`config.mk`:
```
export PLATFORM = sky130hd
export DESIGN_NAME = sbox_loader
export DESIGN_NICKNAME = d
export VERILOG_FILES = /design/src/rtl/blowfish_pkg.sv /design/src/rtl/load_addr_gen.sv /design/src/rtl/sbox_loader.sv
export SDC_FILE = /design/constraint.sdc
export NUM_CORES = 1
export LEC_CHECK = 0
export BUFFER_PORTS_ARGS = -buffer_cell sky130_fd_sc_hd__buf_4
export CORE_MARGIN = 1.5
export CORE_UTILIZATION = 50
export CTS_CLUSTER_DIAMETER = 30
export DETAILED_ROUTE_END_ITERATION = 8
export PLACE_DENSITY = 0.85
export SLEW_MARGIN = 20
export SYNTH_ARGS = -nofsm -noshare
export SYNTH_HDL_FRONTEND = slang
export SYNTH_SLANG_ARGS = --single-unit
```
`constraint.sdc`:
```
create_clock -name clk -period 1.98 [get_ports clk]
set_input_delay 0 -clock clk [delete_from_list [all_inputs] [get_ports clk]]
set_output_delay 0 -clock clk [all_outputs]
set_load 0.03 [all_outputs]
```
`src/rtl/blowfish_pkg.sv`:
```
// rtl/blowfish_pkg.sv - shared Blowfish key-setup constants and loader state type
package blowfish_pkg;

  localparam int WORD_W      = 32;
  localparam int P_DEPTH     = 18;
  localparam int SBOX_DEPTH  = 256;
  localparam int NUM_SBOX    = 4;
  localparam int TOTAL_WORDS = P_DEPTH + NUM_SBOX * SBOX_DEPTH;

  typedef enum logic [1:0] {
    ST_IDLE   = 2'd0,
    ST_LOAD_P = 2'd1,
    ST_LOAD_S = 2'd2,
    ST_DONE   = 2'd3
  } load_state_e;

endpackage

```
`src/rtl/load_addr_gen.sv`:
```
// rtl/load_addr_gen.sv - index/S-box counter that addresses the P-array and S-box writes
module load_addr_gen #(
  parameter  int P_DEPTH    = 18,
  parameter  int SBOX_DEPTH = 256,
  parameter  int NUM_SBOX   = 4,
  localparam int PA_W       = $clog2(P_DEPTH),
  localparam int IDX_W      = $clog2(SBOX_DEPTH),
  localparam int SEL_W      = $clog2(NUM_SBOX)
) (
  input  logic                clk,
  input  logic                rst,
  input  logic                clear,
  input  logic                advance,
  input  logic                region_s,
  output logic [PA_W-1:0]     p_addr,
  output logic [IDX_W-1:0]    s_addr,
  output logic [NUM_SBOX-1:0] s_sel,
  output logic                p_last,
  output logic                s_last
);

  // The index is shared between regions: it counts P entries first, then
  // restarts at 0 for each S-box; P_DEPTH never exceeds SBOX_DEPTH.
  logic [IDX_W-1:0] idx_q, idx_d;
  logic [SEL_W-1:0] sbox_q, sbox_d;
  logic             idx_wrap_s;

  assign p_addr     = idx_q[PA_W-1:0];
  assign s_addr     = idx_q;
  assign s_sel      = NUM_SBOX'(1) << sbox_q;
  assign idx_wrap_s = (idx_q == IDX_W'(SBOX_DEPTH - 1));
  assign p_last     = !region_s && (idx_q == IDX_W'(P_DEPTH - 1));
  assign s_last     = region_s && idx_wrap_s && (sbox_q == SEL_W'(NUM_SBOX - 1));

  // Next index: step on every accepted word, wrapping at region ends.
  always_comb begin
    idx_d  = idx_q;
    sbox_d = sbox_q;
    if (clear) begin
      idx_d  = '0;
      sbox_d = '0;
    end else if (advance) begin
      if (!region_s) begin
        idx_d = p_last ? '0 : idx_q + IDX_W'(1);
      end else if (idx_wrap_s) begin
        idx_d  = '0;
        sbox_d = sbox_q + SEL_W'(1);
      end else begin
        idx_d = idx_q + IDX_W'(1);
      end
    end
  end

  // Counter registers.
  always_ff @(posedge clk) begin
    if (rst) begin
      idx_q  <= '0;
      sbox_q <= '0;
    end else begin
      idx_q  <= idx_d;
      sbox_q <= sbox_d;
    end
  end

endmodule

```
`src/rtl/sbox_loader.sv`:
```
// rtl/sbox_loader.sv - streams key-setup words into the P-array and the four S-box RAMs
module sbox_loader
  import blowfish_pkg::*;
#(
  parameter  int WORD_W_P     = WORD_W,
  parameter  int P_DEPTH_P    = P_DEPTH,
  parameter  int SBOX_DEPTH_P = SBOX_DEPTH,
  parameter  int NUM_SBOX_P   = NUM_SBOX,
  localparam int TOTAL        = P_DEPTH_P + NUM_SBOX_P * SBOX_DEPTH_P,
  localparam int PA_W         = $clog2(P_DEPTH_P),
  localparam int SA_W         = $clog2(SBOX_DEPTH_P),
  localparam int CNT_W        = $clog2(TOTAL + 1)
) (
  input  logic                  clk,
  input  logic                  rst,
  input  logic                  start,
  input  logic [WORD_W_P-1:0]   din,
  input  logic                  din_valid,
  output logic                  din_ready,
  output logic                  p_we,
  output logic [PA_W-1:0]       p_addr,
  output logic [WORD_W_P-1:0]   p_wdata,
  output logic [NUM_SBOX_P-1:0] s_we,
  output logic [SA_W-1:0]       s_addr,
  output logic [WORD_W_P-1:0]   s_wdata,
  output logic                  busy,
  output logic                  done,
  output logic [CNT_W-1:0]      word_cnt
);

  load_state_e           state_q, state_d;
  logic                  din_ready_q, din_ready_d;
  logic                  p_we_q, p_we_d;
  logic [PA_W-1:0]       p_addr_q, p_addr_d;
  logic [WORD_W_P-1:0]   p_wdata_q, p_wdata_d;
  logic [NUM_SBOX_P-1:0] s_we_q, s_we_d;
  logic [SA_W-1:0]       s_addr_q, s_addr_d;
  logic [WORD_W_P-1:0]   s_wdata_q, s_wdata_d;
  logic                  busy_q, busy_d;
  logic                  done_q, done_d;
  logic [CNT_W-1:0]      word_cnt_q, word_cnt_d;

  logic                  accept;
  logic                  gen_clear;
  logic [PA_W-1:0]       gen_p_addr;
  logic [SA_W-1:0]       gen_s_addr;
  logic [NUM_SBOX_P-1:0] gen_s_sel;
  logic                  gen_p_last;
  logic                  gen_s_last;

  // din_ready_q mirrors "state is LOAD_P or LOAD_S", so accepts only occur there.
  assign accept    = din_valid && din_ready_q;
  assign gen_clear = (state_q == ST_IDLE) && start;

  load_addr_gen #(
    .P_DEPTH    (P_DEPTH_P),
    .SBOX_DEPTH (SBOX_DEPTH_P),
    .NUM_SBOX   (NUM_SBOX_P)
  ) u_addr_gen (
    .clk      (clk),
    .rst      (rst),
    .clear    (gen_clear),
    .advance  (accept),
    .region_s (state_q == ST_LOAD_S),
    .p_addr   (gen_p_addr),
    .s_addr   (gen_s_addr),
    .s_sel    (gen_s_sel),
    .p_last   (gen_p_last),
    .s_last   (gen_s_last)
  );

  // Sequencer and next values of every registered output.
  always_comb begin
    state_d    = state_q;
    p_we_d     = 1'b0;
    p_addr_d   = p_addr_q;
    p_wdata_d  = p_wdata_q;
    s_we_d     = '0;
    s_addr_d   = s_addr_q;
    s_wdata_d  = s_wdata_q;
    done_d     = 1'b0;
    word_cnt_d = word_cnt_q;

    if (accept && (word_cnt_q != CNT_W'(TOTAL))) begin
      word_cnt_d = word_cnt_q + CNT_W'(1);
    end

    case (state_q)
      ST_IDLE: begin
        if (start) begin
          state_d    = ST_LOAD_P;
          word_cnt_d = '0;
        end
      end
      ST_LOAD_P: begin
        if (accept) begin
          p_we_d    = 1'b1;
          p_addr_d  = gen_p_addr;
          p_wdata_d = din;
          if (gen_p_last) state_d = ST_LOAD_S;
        end
      end
      ST_LOAD_S: begin
        if (accept) begin
          s_we_d    = gen_s_sel;
          s_addr_d  = gen_s_addr;
          s_wdata_d = din;
          if (gen_s_last) state_d = ST_DONE;
        end
      end
      ST_DONE: begin
        done_d  = 1'b1;
        state_d = ST_IDLE;
      end
      default: state_d = ST_IDLE;
    endcase

    din_ready_d = (state_d == ST_LOAD_P) || (state_d == ST_LOAD_S);
    // done is registered one cycle after DONE, so busy stretches over it.
    busy_d      = (state_d != ST_IDLE) || (state_q == ST_DONE);
  end

  // State and output registers.
  always_ff @(posedge clk) begin
    if (rst) begin
      state_q     <= ST_IDLE;
      din_ready_q <= 1'b0;
      p_we_q      <= 1'b0;
      p_addr_q    <= '0;
      p_wdata_q   <= '0;
      s_we_q      <= '0;
      s_addr_q    <= '0;
      s_wdata_q   <= '0;
      busy_q      <= 1'b0;
      done_q      <= 1'b0;
      word_cnt_q  <= '0;
    end else begin
      state_q     <= state_d;
      din_ready_q <= din_ready_d;
      p_we_q      <= p_we_d;
      p_addr_q    <= p_addr_d;
      p_wdata_q   <= p_wdata_d;
      s_we_q      <= s_we_d;
      s_addr_q    <= s_addr_d;
      s_wdata_q   <= s_wdata_d;
      busy_q      <= busy_d;
      done_q      <= done_d;
      word_cnt_q  <= word_cnt_d;
    end
  end

  assign din_ready = din_ready_q;
  assign p_we      = p_we_q;
  assign p_addr    = p_addr_q;
  assign p_wdata   = p_wdata_q;
  assign s_we      = s_we_q;
  assign s_addr    = s_addr_q;
  assign s_wdata   = s_wdata_q;
  assign busy      = busy_q;
  assign done      = done_q;
  assign word_cnt  = word_cnt_q;

endmodule

```
==> After elaboration in Yosys (flattened, before gate mapping) <==
Cells that the tools add are included.
{ "classes": {"n_mux": 14, "n_shift": 1, "add_sub_neg": 3, "n_reduce_logical": 17, "multipliers": 0, "n_lt_le_gt_ge": 0, "div_mod_pow": 0, "bitwise": 3, "eq_ne": 9} }
{ "ops": {"columns": ["cell", "count"], "rows": [
  ["$mux 11", 3],
  ["$mux 8", 3],
  ["$add 11x1->11 const B", 1],
  ["$ne 11x11->1 const B", 1],
  ["$mux 2", 5],
  ["$add 8x1->8 const B", 1],
  ["$eq 2x2->1 const B", 4],
  ["$eq 8x5->1 const B", 1],
  ["$eq 8x8->1 const B", 1],
  ["$pmux 2 s4", 1],
  ["$logic_and 1x1->1", 6],
  ["$eq 2x1->1 const B", 2],
  ["$reduce_and 2->1", 2],
  ["$reduce_or 2->1", 2],
  ["$shl 1x2->4 const A", 1],
  ["$not 1->1", 3],
  ["$reduce_and 3->1", 1],
  ["$reduce_or 3->1", 1],
  ["$add 2x1->2 const B", 1],
  ["$logic_not 2->1", 1],
  ["$logic_or 1x1->1", 2],
  ["$mux 1", 2],
  ["$reduce_bool 2->1", 1],
  ["$logic_not 1->1", 1]
]} }
{ "totals": {"ram_bits": 0, "wordCells": 60, "mem_count": 0, "mem_bits_ro": 0, "latchBits": 0, "register_bits": 108} }

==> Depth between registers and ports, before layout <==
{ "depth": {"depth_word": 8, "mapped_depth": 7, "ltp_nobuf": 7} }

==> Modules after synthesis <==
A second synthesis with hierarchy kept.
{ "unflattened": {"hier_cells": 500, "area_unflattened_um2": 4162.7} }
{ "modules_own_cells": {"columns": ["module", "cells_per_inst", "seq_area_each_um2", "instances", "area_each_um2"], "rows": [
  ["sbox_loader", 432, 1961.9, 1, 3552.2],
  ["load_addr_gen", 68, 200.2, 1, 610.6]
]} }

==> Least setup slack after synthesis <==
Ideal clock, no wire load.
{ "synth_path": {"kind": "reg2reg", "from": "reg din_ready_q, in the netlist din_ready", "to": "reg din_ready_q, in the netlist din_ready", "period_less_slack_ps": 1751, "path_stages_with_launch": 6, "setup_slack_ps": 229, "setup_ps": 128, "t_arrival_ps": 1624, "path_buffers": 0, "path_cell_list": "dfxtp_1 nand4b_2 nor3_4 a21oi_1 ha_1 nor2b_1"} }
{ "synth_via": {"elab_chain_cells": 5, "word_cells_on_any_way": 7} }
{ "synth_lines": {"columns": ["element", "line", "rtl"], "rows": [
  ["start: declaration", "sbox_loader.sv:32", "logic din_ready_q, din_ready_d;"],
  ["start signal: assignment", "sbox_loader.sv:139", "din_ready_q <= din_ready_d;"],
  ["$logic_and 1x1->1 (*)", "sbox_loader.sv:52", "assign accept = din_valid && din_ready_q;"],
  ["$mux 2, on equally long branches", "sbox_loader.sv:104, sbox_loader.sv:96", null],
  ["$pmux 2 s4 (*)", "sbox_loader.sv:88", "case (state_q)"],
  ["$eq 2x1->1 or $eq 2x2->1 (tied branches)", "sbox_loader.sv:118", "din_ready_d = (state_d == ST_LOAD_P) || (state_d == ST_LOAD_S);"],
  ["$logic_or 1x1->1 (*)", "sbox_loader.sv:118", null],
  ["net din_ready_d", "sbox_loader.sv:32", null]
]} }
Mark *: on every way through the listed nets, which the timed path passes. The rest lies on a longest branch.
A chain may end at the register's enable or synchronous reset.

==> Worst setup path in the final report <==
{ "layout_path": {"from": "reg u_addr_gen.idx_q[1], in the netlist u_addr_gen.s_addr[1]", "to": "reg din_ready_q, in the netlist din_ready"} }
{ "layout_via": {"elab_chain_cells": 8, "word_cells_on_any_way": 13} }
{ "layout_lines": {"columns": ["element", "line", "rtl"], "rows": [
  ["start: declaration", "load_addr_gen.sv:24", "logic [IDX_W-1:0] idx_q, idx_d;"],
  ["start signal: assignment", "load_addr_gen.sv:60", "idx_q <= idx_d;"],
  ["$eq 8x8->1", "load_addr_gen.sv:31", "assign idx_wrap_s = (idx_q == IDX_W'(SBOX_DEPTH - 1));"],
  ["$logic_and 1x1->1 (2 in series)", "load_addr_gen.sv:33", "assign s_last = region_s && idx_wrap_s && (sbox_q == SEL_W'(NUM_SBOX - 1));"],
  ["$mux 2", "sbox_loader.sv:108", "if (gen_s_last) state_d = ST_DONE;"],
  ["$mux 2", "sbox_loader.sv:104", "if (accept) begin"],
  ["$pmux 2 s4 (*)", "sbox_loader.sv:88", null],
  ["$eq 2x1->1 or $eq 2x2->1 (tied branches)", "sbox_loader.sv:118", null],
  ["$logic_or 1x1->1 (*)", "sbox_loader.sv:118", null],
  ["net din_ready_d", "sbox_loader.sv:32", null]
]} }
Marks and branches as above.

==> metrics.md <==
| Metric | Value |
|---|---|
| Core area | 0.00777 mm2 |
| Max-Cap Viols | 0 |
| Flops & latches, synth | 108 |
| Setup slack after placement | 183 ps |
| Drt via density | about 5.2 |
| Setup Skew | 10.4 ps |
| All-layer global routing usage | roughly 25% |
| Placement Cell Area | 0.00512 mm2 |
| Netlist cell types | 41 |
| FFs w/ async S/R, synth | 0% |
| Flip-flop and latch area | 0.00216 mm2 |
| Non-Filler Instances | 748 |
| Crit path DAT | 1950 ps |
| Yosys Warn Count | 0 |
| DRC | 0 |
| Drt first pass iters | 5 |
| Critical path's top delay family | simple AND/OR/NAND/NOR gates |
| Overall Power | 3.78 mW |
| Avg Inst Size Synth | 8.29 um2 |
| Area Overhead vs Synth | 39.1% |
| Critical Path RT | 2190 ps |
| Final GP Congestion | 0.840 |
| Synth Cell Area | 0.00405 mm2 |
| Max Slew Vio Count | 0 |
| Crit. End Element | register |
| Peak supply drop | ~0.38 mV |
| Clk buf depth | 2 |
| Starting Density | 52.1% |
| Antenna Cells | 0 |
| Crit path largest cell delay | 420 ps |
| Layout cells sized above 1 | 25.2% |
| Worst skew pair latency | 360 ps |
| Htree depth | 3 |
| CP startpoint kind | register |
| CP max FO | 6 |
| Fin. Hold Viols | 0 |
| Clk root buf | clkbuf_8 |
| Final worst setup slack | 236 ps |
| Number of CTS-inserted buffers | 9 |
| Post-CTS setup buffer count | 0 |
| Routed len/inst | 14.2 um |
| Final global-route overflow total | 0 |
| HPWL after DPL | 6830 um |
| Most frequent cells in the layout | nand2_1 (164), buf_4 (138), dfxtp_1 (108) |
| Hold_ws | 157 ps |
| Measured slew at the worst slew-check pin | ~850 ps |
| Syn nets | 530 |
| Final TNS setup | 0 ps |
| Crit path buffers/inverters | 1 |
| Fin nets | 683 |
| Overall die width | just over 90 um |
| Initial antenna violation count | 0 |
| Status | finished, final reports clean |
| Slew margin rel. | 43.5% |
| Vias post-DR | 3891 |
| Final wirelength | roughly 11000 um |
| Lkg Pwr | 2.25 nW |
| Cell Chain, Critical Path | inv_1 > ha_1 > and4b_4 > and3_4 > a21boi_1 > ha_1 > nor2b_1 |
| Peak Freq | 0.573 GHz |
| Fin util | 72.4% |
| DR iter-0 viols | approximately 140 |
| CTS clk-pin slew, worst paths | 100 ps |
| P per Cell Area | 671 mW/mm2 |
| Placed Cells incl. Taps | 700 |
| Hold Path Class | in2reg |
| Seq/Total Area, Yosys | between 50 and 60% |
| Gate Count Post-Synth | a little under 500 |
| Slowest cell on the critical path | dfxtp_1 |
| CTS tree | yes |
| Number of synthesized flops with an enable pin | 0 |
| RSZ-0062 raised after global routing | no |
| Die ar. | between 0.008 and 0.009 mm2 |
| Fin area | 0.00563 mm2 |
| Area of the multi-input gates | 0.00174 mm2 |
| Synth Flop Type | dfxtp_1 |
| CP Class | reg2reg |
| # setup viols final | 0 |
| IO Port Bufs | 131 |
| Fin crit period | 1740 ps |
| Vias in the first global route | 3706 |
| Final period utilization | 88.1% |
| DRT antenna net count | 0 |
| Largest net degree at the start of global routing | 88 |
| CP most frequent cell | ha_1 |
| Sink Count | about 110 |
| First-pass GRT wire length | around 17000 um |
| # rows | 32 |
| I/O pins | between 100 and 150 |
| Most common cell after layout, fill and taps aside | nand2_1 |
| Die height | 92.9 um |
| Filler cells | 615 |
worst min-delay path: cells and delay by family:
| family | cells | cell delay (ps) |
|---|---|---|
| AOI/OAI and AO/OA | 3 | 300 |
| buffers and inverters | 1 | 90 |
| and+or+nand+nor | 1 | 90 |
worst paths after layout:
path	from	end	slack, ps	depth (start not counted)
setup reg to reg	u_addr_gen.s_addr[1]$_SDFFE_PP0P_	din_ready$_SDFF_PP0_	240	7
hold reg to reg	s_addr[5]$_SDFFE_PP0P_	s_addr[5]$_SDFFE_PP0P_	460	2
setup / recovery	u_addr_gen.s_addr[1]$_SDFFE_PP0P_	din_ready$_SDFF_PP0_	240	7
hold / removal	start	state_q[0]$_SDFF_PP0_	160	5
logic make-up after synthesis:
logic type | count (synthesis) | synth area share (%)
muxes | 1 | 0.247
and+or+nand+nor | 231 | 25.1
adders and majority gates | 6 | 1.86
AOI/OAI and AO/OA | 93 | 12.4
buffers and inverters | 34 | 3.74
xor gates and xnor gates | 15 | 3.25
DFF | 108 | 53.4
layout make-up:
cell class                      count  area share (%)
Sequential cell                   108            38.4
Multi-Input combinational cell    346            30.9
Timing Repair Buffer              172            24.8
Clock buffer                       11            2.51
Tap cell                          102            2.27
Clock inverter                      5           0.778
Inverter                            4           0.267
cells in the mapped netlist, types with 3 or more instances:
master      n  area [um2]
and3_1      3        18.8
nand2_1   164         616
nor2_1     25        93.8
a21oi_1    83         415
nand4_1     8        50.1
buf_2      10        50.1
xnor2_1     6        52.6
nor4_1      3        18.8
nor2b_1     4        25.0
xor2_1      9        78.8
dfxtp_1   108        2160
clkbuf_1   16        60.1
inv_1       4        15.0
nor4b_1     4        35.0
nand3_1     5        25.0
ha_1        6        75.1
where the power goes:
group	internal [mW]	switching (mW)	leakage, nW
logic	0.143	0.161	1.29
clock network	0.509	0.750	0.0881
registers	2.19	0.0192	0.872
sequential cells by signal, indices dropped and copies added (netlist names):
signal             flops
u_addr_gen.s_addr      8
done                   1
s_addr                 8
s_wdata               32
p_wdata               32
word_cnt              11
busy                   1
p_addr                 5
din_ready              1
u_addr_gen.sbox_q      2
state_q                2
p_we                   1
s_we                   4
what timing repair did:
action	CTS	global route
resized for setup	0	1
hold buffers	32	0
endpoints found under the hold margin	64	0
setup endpoints to repair	0	1
layer usage:
layer | wire length (um) | track usage [%] | part of all wire (%)
met5 | 0 | 0 | 0
met2 | 5410 | 44.6 | 51
met4 | 208 | 10.6 | 2.0
met3 | 652 | 3.37 | 6.1
met1 | 4340 | 29.7 | 41
(Power assumes the default switching activity.)
